### config.mk
export PLATFORM = sky130hd
export DESIGN_NAME = matrix_job_scheduler
export DESIGN_NICKNAME = d
export VERILOG_FILES = /design/src/rtl/matrix_job_scheduler.sv
export SDC_FILE = /design/constraint.sdc
export NUM_CORES = 2
export LEC_CHECK = 0
export BUFFER_PORTS_ARGS = -buffer_cell sky130_fd_sc_hd__buf_2
export CAP_MARGIN = 5
export CORE_UTILIZATION = 45
export CTS_CLUSTER_DIAMETER = 120
export DETAILED_ROUTE_END_ITERATION = 8
export GPL_ROUTABILITY_DRIVEN = 1
export PLACE_DENSITY_LB_ADDON = 0.15
export SKIP_LAST_GASP = 1
export SYNTH_ARGS = -nofsm -noshare
export SYNTH_HDL_FRONTEND = slang
export SYNTH_SLANG_ARGS = --single-unit
### constraint.sdc
create_clock -name clk -period 16.9 [get_ports clk]
set_input_delay 2.535 -clock clk [delete_from_list [all_inputs] [get_ports clk]]
set_output_delay 2.535 -clock clk [all_outputs]
set_load 0.1 [all_outputs]
### src/rtl/matrix_job_scheduler.sv
// matrix_job_scheduler: queues matrix-multiply job descriptors, checks their
// dimensions, launches them one at a time on the matrix engine, watches for
// done or timeout, and returns a completion record per job.
// Optional build macro: MATRIX_SCHED_PERF_EN (per-job RUN cycle count on cpl_cycles).
module matrix_job_scheduler #(
   parameter int QUEUE_DEPTH    = 4,
   parameter int ADDR_WIDTH     = 64,
   parameter int TIMEOUT_CYCLES = 1048576,
   parameter int DIM_ALIGN      = 8
) (
   input  logic                            clk,
   input  logic                            rst,
   input  logic                            job_valid,
   output logic                            job_ready,
   input  logic [7:0]                      job_id,
   input  logic [ADDR_WIDTH-1:0]           job_a_addr,
   input  logic [ADDR_WIDTH-1:0]           job_b_addr,
   input  logic [ADDR_WIDTH-1:0]           job_c_addr,
   input  logic [31:0]                     job_m,
   input  logic [31:0]                     job_n,
   input  logic [31:0]                     job_k,
   output logic                            eng_start,
   output logic                            eng_abort,
   output logic [ADDR_WIDTH-1:0]           eng_a_addr,
   output logic [ADDR_WIDTH-1:0]           eng_b_addr,
   output logic [ADDR_WIDTH-1:0]           eng_c_addr,
   output logic [31:0]                     eng_m,
   output logic [31:0]                     eng_n,
   output logic [31:0]                     eng_k,
   input  logic                            eng_done,
   output logic                            cpl_valid,
   input  logic                            cpl_ready,
   output logic [7:0]                      cpl_id,
   output logic [1:0]                      cpl_status,
   output logic [31:0]                     cpl_cycles,
   output logic [$clog2(QUEUE_DEPTH):0]    queue_level,
   output logic [31:0]                     jobs_completed
);

   localparam int          PW       = $clog2(QUEUE_DEPTH);
   localparam int          LW       = PW + 1;
   localparam logic [31:0] TMO_LAST = 32'(TIMEOUT_CYCLES - 1);
   localparam logic [31:0] ALIGN    = 32'(DIM_ALIGN);
   localparam logic [1:0]  ST_OK    = 2'd0;
   localparam logic [1:0]  ST_BAD   = 2'd1;
   localparam logic [1:0]  ST_TMO   = 2'd2;

   typedef struct packed {
      logic [7:0]            id;
      logic [ADDR_WIDTH-1:0] a;
      logic [ADDR_WIDTH-1:0] b;
      logic [ADDR_WIDTH-1:0] c;
      logic [31:0]           m;
      logic [31:0]           n;
      logic [31:0]           k;
   } job_t;

   typedef enum logic [2:0] {S_IDLE, S_CHECK, S_LAUNCH, S_RUN, S_CPL} state_t;

   state_t        state_q, state_d;
   job_t          fifo_q [QUEUE_DEPTH];
   logic [PW-1:0] wr_ptr, rd_ptr;
   logic [LW-1:0] level;
   job_t          cur;
   logic [31:0]   timer;
   logic [1:0]    status;
   logic          push, pop, bad_dim, run_exit, cpl_hs;

   assign job_ready = (level != LW'(QUEUE_DEPTH));
   assign push      = job_valid && job_ready;
   assign pop       = (state_q == S_IDLE) && (level != '0);
   assign cpl_hs    = (state_q == S_CPL) && cpl_ready;
   // A done in the timeout cycle still counts as success.
   assign run_exit  = eng_done || (timer == TMO_LAST);
   assign bad_dim   = (cur.m == '0) || ((cur.m % ALIGN) != '0) ||
                      (cur.n == '0) || ((cur.n % ALIGN) != '0) ||
                      (cur.k == '0) || ((cur.k % ALIGN) != '0);

   // Descriptor storage; emptiness is tracked by the pointers, so no reset here.
   always_ff @(posedge clk) begin
      if (push) fifo_q[wr_ptr] <= '{job_id, job_a_addr, job_b_addr, job_c_addr, job_m, job_n, job_k};
   end

   // FIFO pointers and occupancy; push and pop together leave level unchanged.
   always_ff @(posedge clk) begin
      if (rst) begin
         wr_ptr <= '0;
         rd_ptr <= '0;
         level  <= '0;
      end else begin
         if (push) wr_ptr <= wr_ptr + PW'(1);
         if (pop)  rd_ptr <= rd_ptr + PW'(1);
         case ({push, pop})
            2'b10:   level <= level + LW'(1);
            2'b01:   level <= level - LW'(1);
            default: level <= level;
         endcase
      end
   end

   // Job sequencing state register.
   always_ff @(posedge clk) begin
      if (rst) state_q <= S_IDLE;
      else     state_q <= state_d;
   end

   // Next-state logic.
   always_comb begin
      state_d = state_q;
      case (state_q)
         S_IDLE:   if (level != '0) state_d = S_CHECK;
         S_CHECK:  state_d = bad_dim ? S_CPL : S_LAUNCH;
         S_LAUNCH: state_d = S_RUN;
         S_RUN:    if (run_exit) state_d = S_CPL;
         S_CPL:    if (cpl_ready) state_d = S_IDLE;
         default:  state_d = S_IDLE;
      endcase
   end

   // Working job, run timer, completion status and the accepted-completion count.
   always_ff @(posedge clk) begin
      if (rst) begin
         cur            <= '0;
         timer          <= '0;
         status         <= ST_OK;
         jobs_completed <= '0;
      end else begin
         if (pop) cur <= fifo_q[rd_ptr];
         if (state_q == S_CHECK && bad_dim) status <= ST_BAD;
         if (state_q == S_LAUNCH) timer <= '0;
         if (state_q == S_RUN) begin
            timer <= timer + 32'd1;
            if (eng_done)                  status <= ST_OK;
            else if (timer == TMO_LAST)    status <= ST_TMO;
         end
         if (cpl_hs) jobs_completed <= jobs_completed + 32'd1;
      end
   end

`ifdef MATRIX_SCHED_PERF_EN
   logic [31:0] cyc_q;
   // RUN-cycle count for the job in flight, saturating; bad-dimension jobs keep 0.
   always_ff @(posedge clk) begin
      if (rst)                      cyc_q <= '0;
      else if (state_q == S_CHECK)  cyc_q <= '0;
      else if (state_q == S_RUN)    cyc_q <= (timer == 32'hFFFF_FFFF) ? timer : timer + 32'd1;
   end
   assign cpl_cycles = cyc_q;
`else
   assign cpl_cycles = '0;
`endif

   assign eng_start   = (state_q == S_LAUNCH);
   assign eng_abort   = (state_q == S_RUN) && !eng_done && (timer == TMO_LAST);
   assign eng_a_addr  = cur.a;
   assign eng_b_addr  = cur.b;
   assign eng_c_addr  = cur.c;
   assign eng_m       = cur.m;
   assign eng_n       = cur.n;
   assign eng_k       = cur.k;
   assign cpl_valid   = (state_q == S_CPL);
   assign cpl_id      = cur.id;
   assign cpl_status  = status;
   assign queue_level = level;

endmodule

==> impl_metrics.tcl <==
set metrics [dict create \
    syn_inst 3350 \
    clockBufferDepth 3 \
    cp.required_ns 14.37 \
    path_max_fanout 3 \
    critical_path_depth 5 \
    first_iter_violations 2296 \
    power_leakage_nw 23.1 \
    cts.reportedPaths.clkPinSlew_ns 0.06 \
    worstPathCellList "buf_2 > inv_1 > nand2b_1 > nor2_1 > buf_2" \
    antenna_left 0 \
    slowest_stage "buf_2" \
    critPathLaunchType "input pin" \
    cp_top_family "buffers and inverters" \
    crit_top_cell "buf_2" \
    globalRouteOverflowTotal 0 \
    r2r_cells 6 \
    grt_use_total_pct 20.5 \
    io_buffers 637 \
    cts_setup_buffers 0 \
    fmax_ghz 0.164 \
    grt_pass1_wl_um 194000 \
    drc 0 \
    end_kind "output port" \
    fin_cells 5801 \
    layout-drive-gt1-share_pct 30.1 \
    yosysUniqueCellTypes 55 \
    finalSetupTns_ns 0 \
    fp-row-count 130 \
    grt_antenna_before_repair 66 \
    max_cap_violations 0 \
    power_density_nw_per_um2 202 \
    min_from "eng_b_addr[42]$_SDFFE_PP0P_" \
    period_minus_slack_ns 6.10 \
    cp.arrival_ns 3.56 \
    wl_um 133000 \
    synth_edf_count 1184 \
    cts_tree "done" \
    die_w_um 358 \
    wl_per_cell_um 22.9 \
    finalHoldViolations 0 \
    die_h_um 358 \
    worstMarginPinSlew_ns 1.19 \
    crit_path_max_incr_delay_ns 0.49 \
    core_area_sq_um 126000 \
    status "finished, final reports clean" \
    skew_ns 0.0305 \
    numCtsBuffers 160 \
    critPathBufInv 3 \
    num-nets-final 4304 \
    whs_path_depth 2 \
    ios 670 \
    async_flop_share_pct 0 \
    vias_per_cell 5.33 \
    grt_pass1_vias 30000 \
    r2r_setup_slack_ns 12.77 \
    place_inst 5483 \
    ys_seq_elements 1556 \
    crit_type "in2out" \
    nFillCells 10400 \
    holdBufCountCts 0 \
    syn_area_sq_um 56900 \
    synth.avg_cell_area_sq_um 17.0 \
    ys_seq_area_share_pct 75.6 \
    startpoint "eng_done" \
    ir_drop_mv 0.215 \
    hpwlAfterDp_um 79300 \
    place_congestion 0.793 \
    cts_htree_levels 4 \
    cts_root_buffer "clkbuf_16" \
    numClockSinks 1556 \
    ctsResizeCount 0 \
    dr.pass1.iters 5 \
    via_count 30900 \
    die_area_sq_um 128000 \
    clk_latency_ns 0.79 \
    finalMaxSlewViolations 0 \
    synthFlopType "edfxtp_1" \
    relSlewSlack_pct 20.5 \
    setup_viol 0 \
    holdWs_ns 0.449 \
    r2r-start "queue_level[0]$_SDFFE_PP0P_" \
    min_period_over_period_pct 36.1 \
    area_growth_pct 17.5 \
    yosys_warnings 0 \
    start_util_pct 45.3 \
    grt_max_degree 131 \
    rsz0062_at_grt "no" \
    min_path_type "reg2reg" \
]
## worst paths after layout
path | to
max reg2reg | fifo_q[1][295]$_DFFE_PP_
max | eng_abort
min | eng_b_addr[42]$_SDFFE_PP0P_
min reg2reg | eng_b_addr[42]$_SDFFE_PP0P_
## cell usage after synthesis (2+ instances only)
| library cell | n | share of area (%) |
|---|---|---|
| a21o_1 | 5 | 0.066 |
| a21oi_1 | 325 | 2.9 |
| and2_1 | 2 | 0.022 |
| and3_1 | 16 | 0.18 |
| and4_1 | 9 | 0.14 |
| buf_1 | 10 | 0.066 |
| buf_2 | 37 | 0.33 |
| buf_4 | 58 | 0.77 |
| clkbuf_1 | 112 | 0.74 |
| dfxtp_1 | 372 | 13 |
| edfxtp_1 | 1184 | 63 |
| ha_1 | 7 | 0.15 |
| inv_1 | 22 | 0.15 |
| mux2_2 | 10 | 0.20 |
| mux2i_1 | 2 | 0.035 |
| mux4_2 | 296 | 12 |
| nand2_1 | 622 | 4.1 |
| nand2b_1 | 2 | 0.022 |
| nand3_1 | 29 | 0.26 |
| nand4_1 | 22 | 0.24 |
| nor2_1 | 61 | 0.40 |
| nor2b_1 | 2 | 0.022 |
| nor3_1 | 18 | 0.16 |
| nor4_1 | 35 | 0.38 |
| nor4_2 | 2 | 0.044 |
| o211ai_1 | 8 | 0.11 |
| o21ai_0 | 8 | 0.070 |
| o31ai_1 | 3 | 0.040 |
| or2_2 | 2 | 0.022 |
| or3_1 | 15 | 0.16 |
| xnor2_1 | 21 | 0.32 |
| xor2_1 | 10 | 0.15 |
## cell families (layout without fill, tap and decap cells)
group / after synthesis / after routing / share of synthesized area, %
mux: 308 / 308 / 12.0
other cells: 1 / 51 / 0.00659
xor+xnor: 31 / 31 / 0.477
fa+ha+maj: 8 / 8 / 0.189
flops: 1556 / 1556 / 75.6
compound gates: 355 / 355 / 3.23
simple gates: 851 / 851 / 6.49
buf+inv: 240 / 991 / 2.05
## layer usage
layer | vias up | part of all wire (%) | track usage, % | wire [um]
met4 | 74 | 2.3 | 6.28 | 3110
met3 | 262 | 7.0 | 6.07 | 9280
li1 | 14100 | - | - | -
met2 | 864 | 48 | 32.2 | 63800
met5 | - | 0.36 | 0 | 477
met1 | 15700 | 42 | 27.7 | 56300
## state kept, by name, summed over array words and instances (netlist names), 8 cells and up
name / count
fifo_q: 1184
eng_a_addr: 64
eng_b_addr: 64
eng_c_addr: 64
eng_k: 32
eng_m: 32
eng_n: 32
jobs_completed: 32
timer: 32
cpl_id: 8
## tightest hold or removal path, stage by stage (launching register included)
cell,delay (ns)
dfxtp_1,0.31
nand2_1,0.05
a21oi_1,0.05
## power breakdown
part	switching (W)	internal, W
combinational	0.00392	0.00100
clock	0.00145	0.00200
sequential	0.000354	0.00474
total	0.00572	0.00775
## cells in the final DEF (no fill, tap or decap), types with 10 or more instances in the layout
master	Yosys	routed
a21oi_1	325	325
and3_1	16	12
buf_2	37	636
buf_4	58	23
clkbuf_1	112	44
clkbuf_16	0	166
clkbuf_8	0	23
clkinv_1	0	13
clkinv_2	0	32
conb_1	1	32
dfxtp_1	372	370
diode_2	0	19
edfxtp_1	1184	1184
inv_1	22	22
mux2_2	10	10
mux4_2	296	296
nand2_1	622	622
nand3_1	29	29
nand4_1	22	22
nor2_1	61	61
nor3_1	18	18
nor4_1	35	35
or3_1	15	14
xnor2_1	21	21
xor2_1	10	10
## metrics by stage
step / util, % / worst slack [ns] / total power, W / area, sq um
6_report: 53.2 / 10.80 / 0.0135 / 66800
5_1_grt: 53.2 / 10.78 / 0.0140 / 66800
4_1_cts: 53.2 / 10.84 / 0.0136 / 66800
3_5_place_dp: 49.0 / 10.78 / 0.0102 / 61600
3_3_place_gp: 49.0 / 10.76 / 0.0101 / 61600
2_1_floorplan: - / 6.91 / 0.00911 / 57000
## area by class of cell
type,count,area (sq um),share of cell area (%)
Clock buffer,233,4640,6.94
Sequential cell,1556,43000,64.4
Tap cell,1650,2060,3.09
Clock inverter,66,574,0.859
Timing Repair Buffer,669,3550,5.31
Multi-Input combinational cell,1585,12900,19.2
Antenna cell,19,47.5,0.0711
Inverter,23,93.8,0.140
No activity file was read; power rests on OpenSTA's default activity.
